[src/rtl/tcu_priv_reg_arbiter.sv]
// Round-robin arbiter sharing the TCU privileged register port between NUM_REQ
// requesters, with lock ownership, read-data return routing and a lock watchdog.

module tcu_priv_reg_lane #(
  parameter int BW = 8,
  parameter int AW = 32,
  parameter int DW = 64
) (
  input  logic          req_en,
  input  logic          grant,
  input  logic          reg_stall,
  input  logic          rd_hit,
  input  logic [BW-1:0] wben,
  input  logic [AW-1:0] addr,
  input  logic [DW-1:0] wdata,
  input  logic [DW-1:0] reg_rdata,
  output logic          stall,
  output logic          fwd_en,
  output logic [BW-1:0] fwd_wben,
  output logic [AW-1:0] fwd_addr,
  output logic [DW-1:0] fwd_wdata,
  output logic [DW-1:0] rdata
);
  logic sel;

  assign sel       = req_en & grant;
  assign stall     = req_en & (~grant | reg_stall);
  assign fwd_en    = sel;
  assign fwd_wben  = sel ? wben  : '0;
  assign fwd_addr  = sel ? addr  : '0;
  assign fwd_wdata = sel ? wdata : '0;
  assign rdata     = rd_hit ? reg_rdata : '0;
endmodule

module tcu_priv_reg_arbiter #(
  parameter int NUM_REQ           = 3,
  parameter int LOCK_TIMEOUT      = 1024,
  parameter int TCU_REG_BSEL_SIZE = 8,
  parameter int TCU_REG_ADDR_SIZE = 32,
  parameter int TCU_REG_DATA_SIZE = 64
) (
  input  logic                                 clk_i,
  input  logic                                 reset_n_i,
  input  logic [NUM_REQ-1:0]                   req_en_i,
  input  logic [NUM_REQ-1:0]                   req_lock_i,
  input  logic [NUM_REQ*TCU_REG_BSEL_SIZE-1:0] req_wben_i,
  input  logic [NUM_REQ*TCU_REG_ADDR_SIZE-1:0] req_addr_i,
  input  logic [NUM_REQ*TCU_REG_DATA_SIZE-1:0] req_wdata_i,
  output logic [NUM_REQ*TCU_REG_DATA_SIZE-1:0] req_rdata_o,
  output logic [NUM_REQ-1:0]                   req_stall_o,
  output logic                                 reg_en_o,
  output logic [TCU_REG_BSEL_SIZE-1:0]         reg_wben_o,
  output logic [TCU_REG_ADDR_SIZE-1:0]         reg_addr_o,
  output logic [TCU_REG_DATA_SIZE-1:0]         reg_wdata_o,
  input  logic [TCU_REG_DATA_SIZE-1:0]         reg_rdata_i,
  input  logic                                 reg_stall_i,
  output logic                                 lock_timeout_o,
  output logic [NUM_REQ-1:0]                   grant_o
);
  localparam int N  = NUM_REQ;
  localparam int BW = TCU_REG_BSEL_SIZE;
  localparam int AW = TCU_REG_ADDR_SIZE;
  localparam int DW = TCU_REG_DATA_SIZE;
  localparam int SW = (N > 1) ? $clog2(N) : 1;
  localparam int CW = (LOCK_TIMEOUT > 1) ? $clog2(LOCK_TIMEOUT) : 1;

  logic [SW-1:0] r_rr;
  logic          r_lock_vld;
  logic [SW-1:0] r_lock_sel;
  logic          r_hold;
  logic [SW-1:0] r_hold_sel;
  logic          r_rd_vld;
  logic [SW-1:0] r_rd_sel;
  logic [CW-1:0] r_cnt;
  logic          r_to;

  logic [N-1:0]  rr_gnt, gnt_raw, grant;
  logic [SW-1:0] g_idx, idx;
  logic          rr_found;
  logic          accept, owner_lock, rel, wd_hit, expire, take, rd_acc;

  logic [N-1:0]          fwd_en;
  logic [N-1:0][BW-1:0]  fwd_wben;
  logic [N-1:0][AW-1:0]  fwd_addr;
  logic [N-1:0][DW-1:0]  fwd_wdata;

  function automatic logic [SW-1:0] nxt_idx(input logic [SW-1:0] x);
    return (x == SW'(N-1)) ? '0 : x + 1'b1;
  endfunction

  // Priority: lock owner, then a stalled in-flight access, then round-robin.
  always_comb begin
    rr_gnt   = '0;
    rr_found = 1'b0;
    idx      = '0;
    for (int i = 0; i < N; i++) begin
      idx = SW'((int'(r_rr) + i) % N);
      if (!rr_found && req_en_i[idx]) begin
        rr_gnt[idx] = 1'b1;
        rr_found    = 1'b1;
      end
    end
    if (r_lock_vld)  gnt_raw = N'(1) << r_lock_sel;
    else if (r_hold) gnt_raw = N'(1) << r_hold_sel;
    else             gnt_raw = rr_gnt;
    grant = reset_n_i ? gnt_raw : '0;
  end

  always_comb begin
    g_idx = '0;
    for (int i = 0; i < N; i++)
      if (grant[i]) g_idx = SW'(i);
  end

  for (genvar n = 0; n < N; n++) begin : g_lane
    tcu_priv_reg_lane #(.BW(BW), .AW(AW), .DW(DW)) u_lane (
      .req_en    (req_en_i[n]),
      .grant     (grant[n]),
      .reg_stall (reg_stall_i),
      .rd_hit    (r_rd_vld && (r_rd_sel == SW'(n))),
      .wben      (req_wben_i[n*BW +: BW]),
      .addr      (req_addr_i[n*AW +: AW]),
      .wdata     (req_wdata_i[n*DW +: DW]),
      .reg_rdata (reg_rdata_i),
      .stall     (req_stall_o[n]),
      .fwd_en    (fwd_en[n]),
      .fwd_wben  (fwd_wben[n]),
      .fwd_addr  (fwd_addr[n]),
      .fwd_wdata (fwd_wdata[n]),
      .rdata     (req_rdata_o[n*DW +: DW])
    );
  end

  // At most one lane is selected, so an OR-reduce is the mux.
  always_comb begin
    reg_wben_o  = '0;
    reg_addr_o  = '0;
    reg_wdata_o = '0;
    for (int i = 0; i < N; i++) begin
      reg_wben_o  = reg_wben_o  | fwd_wben[i];
      reg_addr_o  = reg_addr_o  | fwd_addr[i];
      reg_wdata_o = reg_wdata_o | fwd_wdata[i];
    end
  end

  assign reg_en_o       = |fwd_en;
  assign grant_o        = grant;
  assign lock_timeout_o = r_to;

  assign accept     = reg_en_o & ~reg_stall_i;
  assign rd_acc     = accept & (reg_wben_o == '0);
  assign owner_lock = req_lock_i[r_lock_sel];
  assign rel        = r_lock_vld & ~owner_lock;
  // Fires on the edge where the counter would reach LOCK_TIMEOUT-1.
  assign wd_hit     = (LOCK_TIMEOUT > 0) && r_lock_vld &&
                      ((int'(r_cnt) + 1) >= (LOCK_TIMEOUT - 1));
  assign expire     = wd_hit & ~rel;
  assign take       = accept & req_lock_i[g_idx] & ~r_lock_vld;

  always_ff @(posedge clk_i or negedge reset_n_i) begin
    if (!reset_n_i) begin
      r_rr       <= '0;
      r_lock_vld <= 1'b0;
      r_lock_sel <= '0;
      r_hold     <= 1'b0;
      r_hold_sel <= '0;
      r_rd_vld   <= 1'b0;
      r_rd_sel   <= '0;
      r_cnt      <= '0;
      r_to       <= 1'b0;
    end else begin
      if (accept)      r_rr <= nxt_idx(g_idx);
      else if (expire) r_rr <= nxt_idx(r_lock_sel);

      if (rel || expire) r_lock_vld <= 1'b0;
      else if (take) begin
        r_lock_vld <= 1'b1;
        r_lock_sel <= g_idx;
      end

      if (!r_lock_vld || rel || expire || take) r_cnt <= '0;
      else                                      r_cnt <= r_cnt + 1'b1;

      r_to <= expire;

      if (accept) r_hold <= 1'b0;
      else if (reg_en_o && reg_stall_i) begin
        r_hold     <= 1'b1;
        r_hold_sel <= g_idx;
      end

      r_rd_vld <= rd_acc;
      if (rd_acc) r_rd_sel <= g_idx;
    end
  end
endmodule
[config.mk]
export PLATFORM = sky130hd
export DESIGN_NAME = tcu_priv_reg_arbiter
export DESIGN_NICKNAME = d
export VERILOG_FILES = /design/src/rtl/tcu_priv_reg_arbiter.sv
export SDC_FILE = /design/constraint.sdc
export NUM_CORES = 1
export LEC_CHECK = 0
export ABC_AREA = 1
export CORE_AREA = 2 2 272 274
export DETAILED_ROUTE_END_ITERATION = 8
export DIE_AREA = 0 0 274 276
export SYNTH_ARGS = -nofsm -noshare
export SYNTH_HDL_FRONTEND = slang
export SYNTH_HIERARCHICAL = 1
export SYNTH_SLANG_ARGS = --single-unit
[constraint.sdc]
create_clock -name clk_i -period 3.6 [get_ports clk_i]
set_clock_uncertainty 0.1 [all_clocks]
set_input_delay 0.36 -clock clk_i [delete_from_list [all_inputs] [get_ports clk_i]]
set_output_delay 0.36 -clock clk_i [all_outputs]
set_load 0.01 [all_outputs]
* Word level (Yosys, flattened, before mapping) *
Cells that the tools add are included.

storage, ports and cells
  register bits after elaboration = 22
  input bits = 385
  output and inout bits = 304
  word-level logic and storage cells = 137

cells by class
  $add $sub $neg = 6
  div/mod/pow operators = 3
  order comparisons = 9
  equal/unequal tests = 4
  shift-type cells = 2
  multiplexer cells = 47
  bitwise logic cells = 32
  reduce and logical (&&, ||, !) cells = 25

operators with widths
  operator               number
  $mux 64                6
  $or 64x64->64          2
  $mux 32                3
  $mod 32x3->32 const B  2
  $or 32x32->32          2
  $mod 3x3->32 const B   1
  $mux 8                 3
  $mux 3                 6
  $or 8x8->8             2
  $lt 2x3->1 const B     5
  $mux 1                 15
  $and 1x1->1            12
  $add 10x1->11 const B  1
  $ge 11x10->1 const B   1
  $add 10x1->10 const B  1
  $bmux 1 s2             5
  $logic_and 1x1->1      10
  $mux 10                1
  $mux 2                 5
  $not 1->1              9
  $logic_not 8->1        1
  $demux 1 s2            3
  $eq 2x2->1 const B     3
  $ge 2x1->1 const B     3
  other kinds (13)       26

* Depth between registers and ports, before layout *
  depth in word-level cells = 21
  gate-level depth with buffers = 25
  depth with buffers taken out = 23

* By module *
The synthesis kept the hierarchy.

by module, submodules not included
  module                times used  cells an instance  area each (um2)  sequential area each (um2)
  tcu_priv_reg_lane     3           359                1408.9           0.0
  tcu_priv_reg_arbiter  1           321                2179.6           550.5

* Least setup slack after synthesis *
OpenSTA, ideal clock, no wires.

  kind = register -> register
  from = reg r_rr[0]
  to = reg r_lock_sel[1]
  library setup time = 117 ps
  data arrival time = 3008 ps
  required time = 3383 ps
  path slack = 376 ps
  cell stages (with the launch flop) = 22
  path buffers = 2
  period minus slack after synthesis = 3224 ps
  cell sequence = dfrtp_1 inv_1 ha_1 inv_2 nor3_2 inv_1 nand2_1 nand3_1 o211ai_1 o21ai_0 a21oi_1 nand2_1 buf_6 buf_6 inv_1 nor3_1 nor2_1 inv_1 nor2_1 nand2_2 nand2_1 nand2_1

between the ends
  elaborated cells on any way between the ends = 52
  classes of those cells = add/sub (2); div (3); order compare (6); mux (24); bitwise (8); reduce/logical (9)

RTL lines
  what                                                             RTL line  RTL
  start: declaration                                               67        logic [SW-1:0] r_rr;
  start signal: assignment                                         172       if (accept) r_rr <= nxt_idx(g_idx);
  start signal: assignment                                         173       else if (expire) r_rr <= nxt_idx(r_lock_sel);
  $add 2x1->3 or $mod 3x3->32 (tied branches)                      97        idx = SW'((int'(r_rr) + i) % N);
  $mod 32x3->32 (tied with other cells)                            97
  $lt 2x3->1 (implied by the code) (tied with other cells)         99        rr_gnt[idx] = 1'b1;
  $logic_and 1x1->1 (implied by the code) (tied with other cells)  99
  $mux 1 (implied by the code) (tied with other cells)             99
  $demux 1 s2 (tied with other cells)                              99
  $or 3x3->3 (no line) or $mux 1 (tied branches)                   -
  $mux 3 or $logic_not 1->1 (tied branches)                        98        if (!rr_found && req_en_i[idx]) begin
  [... 4 more ...]                                                 -
  $mux 3 *                                                         106       grant = reset_n_i ? gnt_raw : '0;
  named net grant_o[0]                                             58        output logic [NUM_REQ-1:0] grant_o
  $and 1x1->1 *                                                    26        assign sel = req_en & grant;
  named net fwd_en[0]                                              82        logic [N-1:0] fwd_en;
  $reduce_or 3->1 *                                                146       assign reg_en_o = |fwd_en;
  $and 1x1->1 *                                                    150       assign accept = reg_en_o & ~reg_stall_i;
  $and 1x1->1 * (2 in series)                                      158       assign take = accept & req_lock_i[g_idx] & ~r_lock_vld;
  $reduce_and 2->1 (no line) *                                     -
  end signal: assignment                                           178       r_lock_sel <= g_idx;
  end: declaration                                                 69        logic [SW-1:0] r_lock_sel;

Mark *: on every way through the listed nets, which the timed path passes. The rest lies on a longest branch. The select of a mux whose other input is x is not followed.
A chain may end at the register's enable or synchronous reset.

==> results.md <==
- clock tree root buffer cell: clkbuf_16
- total global routing track utilization: 0.106
- data arrival time of the critical path: 3.00 ns
- core outline area: 72600 um^2
- total clock sinks: 22
- total vias in the final route: 10000
- path class of the lowest-slack min-delay path: reg2reg
- global route overflow: 0
- routed wire length: 44.0 mm
- top-count cell post-synth: inv_1
- clock-pin slew on the worst setup and hold paths: 0.06 ns
- proportion of netlist area held by the largest area contributor: 0.322
- post-layout minimum cycle time: 3.46 ns
- required time of the critical path: 3.14 ns
- final setup fails: 0
- via density per instance: 3.24
- area added between synthesis and finish: 139%
- number of pins with negative max-slew slack in the final report: 0
- synthesized area divided by synthesized cell count: 4.58 um^2
- number of top-level pins: 689
- r2r setup slk: 0.23 ns
- flip-flop cell with the highest count after synthesis: dfrtp_1
- area leader, netlist: inv_1
- critical path startpoint category: flip-flop
- total CTS buffers: 3
- Fmax achieved: 289 MHz
- Final Hold Violating Endpoints: 0
- final weighted congestion of routability-driven global placement: 0.876
- nets in the synthesized netlist: 1789
- synthesis-stage register bit count: 22
- Syn Std Cell Area: 6410 um^2
- drc violations: 0
- instance count of the mapped netlist: 1398
- number of global-route vias before repair: 9773
- pin count of the biggest net entering global routing: 65
- sequential-to-total area share from yosys stat: 0.0859
- commonest cells in the synthesized netlist: inv_1 (549), nor2_1 (335), nand2_1 (239)
- static power due to leakage: 9.40 nW
- path type of the worst setup path: reg2out
- global-route wire length before repair: 60.9 mm
- Post-synth EDFFs: 0
- antenna violations before repair: 11
- initial detailed-routing violation count: 338
- clock insertion delay at the later pin of the skew report: 0.26 ns
- number of placement rows: 99
- post-route worst hold slack: 0.444 ns
- post-synthesis async set-or-reset flop share: 1.00
- critical path peak fanout: 6
- power per cell area: 330 nW/um^2
- Die H: 276 um
- count of cell types in the netlist: 26
- peak supply drop: 0.235 mV
- synth warn: 6
- core occupancy in the finished layout: 0.211
- unrepaired setup endpoints after global routing: yes
- die span in x: 274 um
- count of fill cells added during filler insertion: 8301
- actual slew at the worst max-slew pin: 0.449 ns
- capturing element type of the critical path: output port
- Net count, final: 2529
- Cell Count Post-Placement: 3065
- DIE AREA: 75600 um^2
- max cap viols: 0
- Area contributors post-synth: inv_1 (32%), nor2_1 (20%), nand2_1 (14%)
- TritonCTS clock tree: yes
- number of port buffers: 688
- wire length per cell: 14.2 um
- hold_buf cts: 0
- post-route fraction of the period consumed by the critical path: 0.962
- filler-free cell count of the finished design: 3100
- detailed placer's ending HPWL: 37.2 mm
- proportion of layout cells with a drive suffix above 1: 0.0964
- status: finished clean
- initial core utilization: 0.0883
- detailed-router iteration count before antenna repair: 5
- buffer depth of the longest clock path: 2
- Slew HR: 0.700
- post-detailed-route count of antenna-violating nets: 0
- # H-tree levels: 1
## final cells by class
cell class	count	area, um^2	share of cell area
Antenna cell	4	10.0	0.000653
Clock inverter	1	30.0	0.00196
Tap cell	959	1200	0.0783
Timing Repair Buffer	791	7830	0.511
Sequential cell	22	552	0.0360
Clock buffer	3	75.1	0.00490
Multi-Input combinational cell	768	3550	0.232
Inverter	552	2080	0.136
## metrics by stage
step / setup slack [ns] / area [um^2] / setup TNS (ns) / power [W]
floorplan: 0.376 / 6410 / 0 / 0.00211
global placement: -0.119 / 14900 / -4.77 / 0.00464
detailed placement: -0.136 / 14900 / -3.41 / 0.00464
CTS: -0.0989 / 15000 / -0.237 / 0.00485
global route: -0.0326 / 15300 / -0.116 / 0.00550
finish: 0.138 / 15300 / 0 / 0.00506
## flip-flops by register name, indices dropped and copies added (netlist names), 2 cells and up
| name | flops |
|---|---|
| r_cnt | 10 |
| r_hold_sel | 2 |
| r_lock_sel | 2 |
| r_rd_sel | 2 |
| r_rr | 2 |
## critical path, cell delays in order, from the launching register on
cell             delay (ns)
dfrtp_2                0.45
ha_4                   0.31
inv_4                  0.05
buf_4                  0.13
o211ai_1               0.10
nand2_1                0.10
nand3_1                0.09
o211ai_1               0.09
o21ai_1                0.17
a21oi_2                0.10
nand2_4                0.11
buf_12                 0.13
buf_4                  0.13
buf_4                  0.13
nor2_2                 0.04
or3_4                  0.37
clkdlybuf4s15_1        0.24
## cells by family (layout without fill, tap and decap cells)
group                      Yosys count  in the layout  synth area share
AOI/OAI and AO/OA                   22             22            0.0180
adders and majority gates            6              6            0.0117
DFF                                 22             22            0.0859
xor gates and xnor gates             7              7           0.00957
buffers and inverters              608           1347             0.386
and+or+nand+nor                    733            733             0.489
other                                0              4                 0
## worst paths after layout
path | cells past startpoint | from | endpoint
min reg2reg | 2 | r_lock_sel[0] | r_lock_sel[0]
max in group asynchronous | 2 | reset_n_i | r_cnt[3]
min in group asynchronous | 2 | reset_n_i | r_lock_vld
max reg2reg | 21 | r_rr[1] | r_rd_sel[0]
max | 16 | r_rr[1] | reg_wdata_o[22]
min | 2 | r_lock_sel[0] | r_lock_sel[0]
## power breakdown
group | internal [W] | total, W | switching, W | leakage, nW
clock network | 0.000221 | 0.000319 | 0.0000981 | 0.0511
logic | 0.00223 | 0.00438 | 0.00214 | 9.06
registers | 0.000304 | 0.000366 | 0.0000617 | 0.294
## placed cells by master, fill, tap and decap left out, drive strengths merged, types with 6 or more instances in the layout
master           n
clkdlybuf4s50  583
inv            552
nor2           336
nand2          248
buf            103
or3            100
clkbuf          53
clkdlybuf4s15   37
nand3           29
dfrtp           22
nor3            14
dlymetal6s2s    12
o21ai           11
a21oi            9
dlygate4sd2      6
ha               6
## what timing repair did
action | in CTS | in global routing
gates cloned | 1 | 5
endpoints found under the setup margin | 102 | 110
setup buffers | 4 | 19
pin swaps | 1 | 11
gates resized for setup | 111 | 180
## per-layer routing
layer  vias to the layer above  track usage  part of all wire
met3                        36       0.0427              0.11
met1                      4302        0.123              0.41
met5                         -            0            0.0018
li1                       5274            -                 -
met4                        12       0.0130             0.013
met2                       407        0.187              0.47
No activity file was read; power rests on OpenSTA's default activity.
